[config.mk]
export PLATFORM = sky130hd
export DESIGN_NAME = serdesphy_tx_lane_ctrl
export DESIGN_NICKNAME = d
export VERILOG_FILES = /design/src/rtl/serdesphy_tx_lane_ctrl.sv
export SDC_FILE = /design/constraint.sdc
export NUM_CORES = 1
export LEC_CHECK = 0
export BUFFER_PORTS_ARGS = -buffer_cell sky130_fd_sc_hd__buf_2
export CAP_MARGIN = 30
export CELL_PAD_IN_SITES_DETAIL_PLACEMENT = 1
export CELL_PAD_IN_SITES_GLOBAL_PLACEMENT = 1
export CORE_ASPECT_RATIO = 1.5
export CORE_MARGIN = 8
export CORE_UTILIZATION = 25
export CTS_BUF_LIST = sky130_fd_sc_hd__clkbuf_4 sky130_fd_sc_hd__clkbuf_8
export DETAILED_ROUTE_END_ITERATION = 12
export PLACE_DENSITY_LB_ADDON = 0.1
export SKIP_CTS_REPAIR_TIMING = 1
export SLEW_MARGIN = 0
export SYNTH_ARGS = -nofsm -noshare
export SYNTH_HDL_FRONTEND = slang
export SYNTH_SLANG_ARGS = --single-unit
[constraint.sdc]
create_clock -name clk_24m -period 2.8 [get_ports clk_24m]
set_clock_uncertainty 0.2 [all_clocks]
set_input_delay 0.56 -clock clk_24m [delete_from_list [all_inputs] [get_ports clk_24m]]
set_output_delay 0.56 -clock clk_24m [all_outputs]
set_load 0.02 [all_outputs]
[src/rtl/serdesphy_tx_lane_ctrl.sv]
// Transmit lane controller: chunk assembler, word FIFO, NRZ/Manchester bit shifter and lane FSM.
// Define SERDESPHY_TX_PRBS_EN to add the PRBS7 word source selected by tx_data_sel.
module serdesphy_tx_lane_ctrl #(
  parameter int NIB_W      = 4,
  parameter int WORD_W     = 8,
  parameter int FIFO_DEPTH = 8,
  parameter int ERR_LIMIT  = 7
) (
  input  logic             clk_24m,
  input  logic             rst_24m,
  input  logic             tx_en,
  input  logic             tx_idle,
  input  logic             tx_data_sel,
  input  logic             tx_enc_mode,
  input  logic [NIB_W-1:0] tx_data,
  input  logic             tx_valid,
  output logic             tx_ready,
  input  logic             ser_ready,
  input  logic             err_clr,
  output logic             tx_serial_data,
  output logic             tx_serial_valid,
  output logic             tx_idle_pattern,
  output logic             tx_fifo_full,
  output logic             tx_fifo_empty,
  output logic             tx_overflow,
  output logic             tx_underflow,
  output logic             tx_active,
  output logic             tx_error,
  output logic [2:0]       tx_state
);

  localparam int CHUNKS = WORD_W / NIB_W;
  localparam int CW     = (CHUNKS > 1) ? $clog2(CHUNKS) : 1;
  localparam int AW     = (FIFO_DEPTH > 1) ? $clog2(FIFO_DEPTH) : 1;
  localparam int SH_W   = 2 * WORD_W;
  localparam int BW     = $clog2(SH_W + 1);
  localparam int EW     = $clog2(ERR_LIMIT + 1);

  typedef enum logic [2:0] {
    ST_DISABLED = 3'd0,
    ST_IDLE     = 3'd1,
    ST_ACTIVE   = 3'd2,
    ST_DRAIN    = 3'd3,
    ST_ERROR    = 3'd4
  } state_t;

  state_t            state_q, state_d;
  logic [WORD_W-1:0] asm_q, asm_d;
  logic [CW-1:0]     asm_cnt_q, asm_cnt_d;
  logic [AW:0]       wr_ptr_q, wr_ptr_d, rd_ptr_q, rd_ptr_d;
  logic [WORD_W-1:0] mem_q [FIFO_DEPTH];
  logic [SH_W-1:0]   sh_q, sh_d;
  logic [BW-1:0]     bits_q, bits_d;
  logic [EW-1:0]     err_cnt_q, err_cnt_d;
  logic              ovf_q, ovf_d, unf_q, unf_d;

  logic              fifo_full, fifo_empty, accept, last_chunk, wr_en, rd_en;
  logic              ovf_ev, unf_ev, load_win, do_load, src_prbs, have_word, active_st;
  logic [WORD_W-1:0] asm_shift, load_word, fifo_word;
  logic [SH_W-1:0]   man_word;

  assign fifo_empty = (wr_ptr_q == rd_ptr_q);
  assign fifo_full  = (wr_ptr_q[AW] != rd_ptr_q[AW]) && (wr_ptr_q[AW-1:0] == rd_ptr_q[AW-1:0]);
  assign fifo_word  = mem_q[rd_ptr_q[AW-1:0]];

`ifdef SERDESPHY_TX_PRBS_EN
  logic [6:0]        prbs_q, prbs_d;
  logic [WORD_W-1:0] prbs_word;

  assign src_prbs = tx_data_sel;

  // Each output bit is the new feedback bit; first step lands in the word MSB.
  always_comb begin
    logic [6:0] p;
    logic       fb;
    p         = prbs_q;
    fb        = 1'b0;
    prbs_word = '0;
    for (int i = 0; i < WORD_W; i++) begin
      fb                     = p[6] ^ p[5];
      prbs_word[WORD_W-1-i]  = fb;
      p                      = {p[5:0], fb};
    end
    prbs_d = (do_load && src_prbs) ? p : prbs_q;
  end

  always_ff @(posedge clk_24m or posedge rst_24m) begin
    if (rst_24m) prbs_q <= 7'h7F;
    else         prbs_q <= prbs_d;
  end

  assign load_word = src_prbs ? prbs_word : fifo_word;
`else
  logic unused_data_sel;
  assign unused_data_sel = tx_data_sel;
  assign src_prbs        = 1'b0;
  assign load_word       = fifo_word;
`endif

  for (genvar gi = 0; gi < WORD_W; gi++) begin : g_man
    assign man_word[2*gi+1] = load_word[gi];
    assign man_word[2*gi]   = ~load_word[gi];
  end

  assign active_st  = (state_q == ST_ACTIVE) || (state_q == ST_DRAIN);
  assign accept     = tx_valid && tx_en;
  assign last_chunk = (asm_cnt_q == CW'(CHUNKS - 1));
  assign asm_shift  = (asm_q << NIB_W) | WORD_W'(tx_data);
  assign have_word  = src_prbs || !fifo_empty;
  // Loading is allowed on an idle shifter or on the cycle the final bit leaves.
  assign load_win   = (state_q == ST_ACTIVE) && tx_en && !tx_idle &&
                      ((bits_q == '0) || ((bits_q == BW'(1)) && ser_ready));
  assign do_load    = load_win && have_word;
  assign rd_en      = load_win && !src_prbs && !fifo_empty;
  assign unf_ev     = load_win && !src_prbs && fifo_empty && (bits_q == '0);
  assign wr_en      = accept && last_chunk && (!fifo_full || rd_en);
  assign ovf_ev     = accept && last_chunk && fifo_full && !rd_en;

  always_comb begin
    asm_d     = asm_q;
    asm_cnt_d = asm_cnt_q;
    if (accept) begin
      asm_d     = last_chunk ? '0 : asm_shift;
      asm_cnt_d = last_chunk ? '0 : asm_cnt_q + 1'b1;
    end
    wr_ptr_d = wr_en ? wr_ptr_q + 1'b1 : wr_ptr_q;
    rd_ptr_d = rd_en ? rd_ptr_q + 1'b1 : rd_ptr_q;

    sh_d   = sh_q;
    bits_d = bits_q;
    if (do_load) begin
      sh_d   = tx_enc_mode ? man_word : {load_word, {WORD_W{1'b0}}};
      bits_d = tx_enc_mode ? BW'(SH_W) : BW'(WORD_W);
    end else if (active_st && (bits_q != '0) && ser_ready) begin
      sh_d   = sh_q << 1;
      bits_d = bits_q - 1'b1;
    end

    err_cnt_d = err_cnt_q;
    if (unf_ev && (err_cnt_q != EW'(ERR_LIMIT))) err_cnt_d = err_cnt_q + 1'b1;
    if ((state_q == ST_ERROR) && (err_clr || !tx_en)) err_cnt_d = '0;

    ovf_d = ovf_ev ? 1'b1 : (err_clr ? 1'b0 : ovf_q);
    unf_d = unf_ev ? 1'b1 : (err_clr ? 1'b0 : unf_q);
  end

  always_comb begin
    state_d = state_q;
    case (state_q)
      ST_DISABLED: if (tx_en) state_d = ST_IDLE;
      ST_IDLE: begin
        if (!tx_en)                      state_d = ST_DISABLED;
        else if (!tx_idle && have_word)  state_d = ST_ACTIVE;
      end
      ST_ACTIVE: begin
        if (unf_ev && (err_cnt_d == EW'(ERR_LIMIT))) state_d = ST_ERROR;
        else if (!tx_en || tx_idle)                  state_d = ST_DRAIN;
      end
      ST_DRAIN: begin
        if ((bits_q == '0) || ((bits_q == BW'(1)) && ser_ready))
          state_d = tx_en ? ST_IDLE : ST_DISABLED;
      end
      ST_ERROR: if (err_clr || !tx_en) state_d = ST_DISABLED;
      default:  state_d = ST_DISABLED;
    endcase
  end

  always_ff @(posedge clk_24m or posedge rst_24m) begin
    if (rst_24m) begin
      state_q   <= ST_DISABLED;
      asm_q     <= '0;
      asm_cnt_q <= '0;
      wr_ptr_q  <= '0;
      rd_ptr_q  <= '0;
      sh_q      <= '0;
      bits_q    <= '0;
      err_cnt_q <= '0;
      ovf_q     <= 1'b0;
      unf_q     <= 1'b0;
    end else begin
      state_q   <= state_d;
      asm_q     <= asm_d;
      asm_cnt_q <= asm_cnt_d;
      wr_ptr_q  <= wr_ptr_d;
      rd_ptr_q  <= rd_ptr_d;
      sh_q      <= sh_d;
      bits_q    <= bits_d;
      err_cnt_q <= err_cnt_d;
      ovf_q     <= ovf_d;
      unf_q     <= unf_d;
    end
  end

  always_ff @(posedge clk_24m) begin
    if (wr_en) mem_q[wr_ptr_q[AW-1:0]] <= asm_shift;
  end

  assign tx_ready        = tx_en && !fifo_full;
  assign tx_serial_valid = active_st && (bits_q != '0);
  assign tx_serial_data  = active_st && sh_q[SH_W-1];
  assign tx_idle_pattern = !active_st;
  assign tx_fifo_full    = fifo_full;
  assign tx_fifo_empty   = fifo_empty;
  assign tx_overflow     = ovf_q;
  assign tx_underflow    = unf_q;
  assign tx_active       = active_st;
  assign tx_error        = (state_q == ST_ERROR);
  assign tx_state        = state_q;

endmodule

Word level (Yosys, flattened, before mapping). Memory sizes are Yosys's and may differ from the RTL's. Index checks and enable logic that the tools add are counted.

Add/subtract/negate cells: 5. Multipliers: 0. Divide/modulo/power cells: 0. Magnitude comparators: 0. Eq/ne operators: 15. Shift operators: 0. Multiplexer cells: 24. Bitwise logic cells: 9. Reduce and logical (&&, ||, !) cells: 39.

Operators by type and width (number): two-way mux 16 bit (2); two-way mux 3 bit (9); logical AND 1 bit (21); two-way mux 15 bit (1); two-way mux 5 bit (3); one-hot mux 3 bit (5 select lines) (1); adder 4 x 1 -> 4 bit (second input constant) (2); NOT 1 bit (8); OR 8 x 4 -> 8 bit (1); two-way mux 1 bit (7); equality test 3 x 2 -> 1 bit (second input constant) (2); equality test 3 bit (second input constant) (2); logical NOT 1 bit (6); inequality test 3 bit (second input constant) (2); nonzero test 2 bit (3); equality test 5 x 1 -> 1 bit (second input constant) (1); logical NOT 5 bit (1); logical OR 1 bit (5); AND reduction 5 bit (1); nonzero test 5 bit (1); subtractor 5 x 1 -> 5 bit (second input constant) (1); equality test 4 bit (1); two-way mux 4 bit (1); inequality test 2 x 1 -> 1 bit (second input constant) (2); other kinds (8) (8).

Register bits: 42. Bits in latches: 0. Memory bits (writable): 64. ROM bits: 0. Input bits: 13. Output and inout bits: 13. Logic and storage cells: 103. Memories: 1.

Memories: mem_q (words 8, bits a word 8, read ports 1, clocked after memory_dff 0, write ports 1, RTL line 51) `logic [WORD_W-1:0] mem_q [FIFO_DEPTH];`.

Logic depth before layout (Yosys ltp).
Depth after elaboration: 13. Gate-level depth with buffers: 9. Mapped depth without buffers: 7.

Worst setup path before layout. OpenSTA, ideal clock, no wires.

Kind: input -> register. From: input tx_idle. To: memory mem_q[4][0] (enable). Setup time: 0.383 ns. Arrival: 2.541 ns. Data required time: 2.217 ns. Path slack: -0.324 ns. Stages on the path: 5. Path buffers: 0. Path through: or3b_1 -> or4_4 -> a21oi_1 -> nand2_1 -> nor3_1.

Word-level cells in the longest chain between the ends: 8.

Ends and longest elaborated chain: start: declaration (RTL line 12) `input logic tx_idle,`; logical NOT 1 bit (RTL line 111) `assign load_win = (state_q == ST_ACTIVE) && tx_en && !tx_idle &&`; logical AND 1 bit (2 in a row) (RTL line 111); logical AND 1 bit (RTL line 114) `assign rd_en = load_win && !src_prbs && !fifo_empty;`; logical OR 1 bit (RTL line 116) `assign wr_en = accept && last_chunk && (!fifo_full || rd_en);`; logical AND 1 bit (RTL line 116); two-way mux 1 bit (RTL line 195) `if (wr_en) mem_q[wr_ptr_q[AW-1:0]] <= asm_shift;`; two-way mux 1 bit (implied by the code) (RTL line 195); end: declaration (RTL line 51).

No other way between the ends.

Worst setup path after layout.
From: register wr_ptr_q[0]. To: output tx_fifo_empty.

Word-level cells in the longest chain between the ends: 1.

Ends and longest elaborated chain: start: declaration (RTL line 50) `logic [AW:0] wr_ptr_q, wr_ptr_d, rd_ptr_q, rd_ptr_d;`; start signal: assignment (RTL line 184) `wr_ptr_q <= wr_ptr_d;`; equality test 4 bit (RTL line 62) `assign fifo_empty = (wr_ptr_q == rd_ptr_q);`; end: declaration (RTL line 24) `output logic tx_fifo_empty,`.

No other way between the ends.

==> reports/metrics.cfg <==
[clocking]
insertion_delay_ns = 0.38
h-tree-depth = 3
cts_tree = yes
cts_made_buffers = 9
path_clk_slew_ns = 0.12
clock-sinks = 106
cts_buffer_depth = 2
root_buffer = clkbuf_8

[synthesis]
ys_types = 47
synth_edf_count = 64
synth_flop_cell = edfxtp_1
syn_inst = 328
mappedNetlistArea_um2 = 4680
yosysWarnings = 0
ys_seq_area_share_pct = 63.6
avgSynthCellArea_um2 = 14.3
ys_async_sr_fraction_pct = 39.6
ys_ff_latch = 106
syn_nets = 348

[grt]
grt_overflow_total = 0
track_usage_pct = 9.88
grt_first_pass_wirelength_um = 17800
grt_max_degree = 22
antenna_found_initial = 0
grt_pass1_vias = 3125

[detailed_routing]
viasPerCell = 4.35
dr.pass1.iters = 4
drt-initial-drc-count = 127
wl_per_cell_um = 16.9
drc = 0
wl_met2_um = 5920
final_antenna_net_count = 0
wl_met3_um = 220
vias = 2767
drt-total-wl_um = 10700
top_layer = met4
wl_met1_um = 4450

[critical_path]
worstSetupEndpointType = output pin
critical_path_cell_count = 4
slowest_delay_ns = 0.53
path_class = flop to output pin
crit_path_start_kind = flop
path_buf_inv = 2
cp_slowest_cell = dfrtp_1
crit_chain = xor2_1 > nor4b_2 > buf_4 > buf_2
cp_max_fo = 9
r2r_cells = 6
cp_data_arrival_time_ns = 1.85
path_delay_family = flip-flops
cp_data_required_time_ns = 2.04
r2r_setup_slack_ns = 0.21

[place]
dpl_cell_area_um2 = 5310
place_inst = 619
gp_congestion = 0.705
dp_slack_ns = -0.102
dp_hpwl_um = 8000
io_buffers = 24

[die]
core_area_um2 = 18500
die-area_um2 = 23400
num_rows = 61
fp.dieW_um = 128
initial_core_util_pct = 25.3
num_io_pins = 26
die_h_um = 183

[layout]
nets = 399
fill_cells = 2057
layout.cells.non_filler = 636
fin_area_um2 = 5540
layout_common_cells = edfxtp_1, dfrtp_1, buf_4, buf_2, nand2_1
post-route-util_pct = 30.0
area_delta_synth_final_pct = 18.5
drive_gt1_share_pct = 28.1
n_antenna_cell = 0
final_common_cell = edfxtp_1

[timing]
worst_slack_ns = 0.194
period_needed_ns = 2.61
period_share_pct = 93.1
slew_headroom_pct = 61.7
finalSetupViolCount = 0
tightestPinTransition_ns = 0.574
final_max_slew_viol_count = 0
fmax_mhz = 384
rsz0062_at_grt = no
timing_hold_violations_final = 0

[min_path]
worst_hold_path_type = input port to flop
min_path_cells = 2

[power]
switching_power_uw = 1530
p_seq_share_pct = 49.7
p_int_uw = 2870
p_total_uw = 4400
sw_frac_of_total_pct = 34.7
clkPwrFrac_pct = 22.4
leakage_uw = 0.00212
p_per_area_nw_per_um2 = 793
p_comb_share_pct = 27.9
max-vdd-ir-drop_uv = 234

[run_status]
status = finished clean

[flow_run]
drv_cap = 0

-- cell type report --
cell class / instances / area [µm²] / area share, %
inverter: 10 / 37.5 / 0.677
clock inverter: 7 / 81.3 / 1.47
sequential: 106 / 2970 / 53.6
clock buffer: 9 / 124 / 2.24
tap: 252 / 315 / 5.69
timing repair buffer: 55 / 380 / 6.86
multi-input combinational: 197 / 1630 / 29.4
-- worst paths after layout --
| path | start | end |
|---|---|---|
| setup reg to reg | bits_q[4] | mem_q[4][4] |
| max in group asynchronous | rst_24m | bits_q[1] |
| setup / recovery | wr_ptr_q[0] | tx_fifo_empty |
| hold reg to reg | wr_ptr_q[3] | wr_ptr_q[3] |
| hold / removal | err_clr | tx_overflow |
| min in group asynchronous | rst_24m | tx_underflow |
-- Yosys cell counts (6+ instances only) --
cell      number  area [µm²]
o21ai_0       16        80.1
mux2i_1       18         180
xnor2_1       10        87.6
inv_1         10        37.5
nand3_1        7        35.0
clkbuf_1       6        22.5
edfxtp_1      64        1920
a21oi_1        7        35.0
ha_1           7        87.6
or3_1          6        37.5
nor2_1        20        75.1
mux4_2        16         360
nand2_1       23        86.3
mux2_2         8        90.1
dfrtp_1       42        1050
nand2b_1       9        56.3
-- layer usage --
| metal | global-route usage (%) | up-vias |
|---|---|---|
| li1 | - | 1323 |
| met1 | 11.1 | 1413 |
| met2 | 18.3 | 20 |
| met3 | 1.74 | 11 |
| met4 | 3.44 | 0 |
| met5 | 0 | - |
-- power groups by stage --
stage / logic (µW) / registers [µW] / clock network, µW
3_5_place_dp: 1240 / 2240 / 0
5_1_grt: 1380 / 2230 / 1090
6_report: 1230 / 2180 / 983
4_1_cts: 1250 / 2200 / 1030
3_3_place_gp: 1230 / 2220 / 0
2_1_floorplan: 873 / 2130 / 0
-- metrics by stage --
stage / setup TNS [ns] / hold slack [ns]
after global placement: -2.17 / 0.287
after floorplan: -4.58 / 0.266
final: 0 / 0.191
after CTS: 0 / -0.0716
after global routing: 0 / 0.172
after detailed placement: -2.39 / 0.289
-- registers in the layout, indices dropped and copies added, names as in the netlist, 3 cells and up --
register	count
bits_q	5
wr_ptr_q	4
asm_q	4
rd_ptr_q	4
mem_q	64
tx_state	3
sh_q	16
err_cnt_q	3
-- cell families (layout without fill, tap and decap cells) --
logic type               after synthesis  in the layout  share of synthesized area (%)
AND/OR/NAND/NOR                       93             93                           10.6
AO/OA/AOI/OAI                         40             40                           5.35
buffers and inverters                 25             81                           2.33
multiplexers                          42             42                           13.5
adder cells (fa/ha/maj)                7              7                           1.87
flip-flops                           106            106                           63.6
XOR/XNOR                              15             15                           2.81
Note: power is estimated with default switching activity, not from simulation.
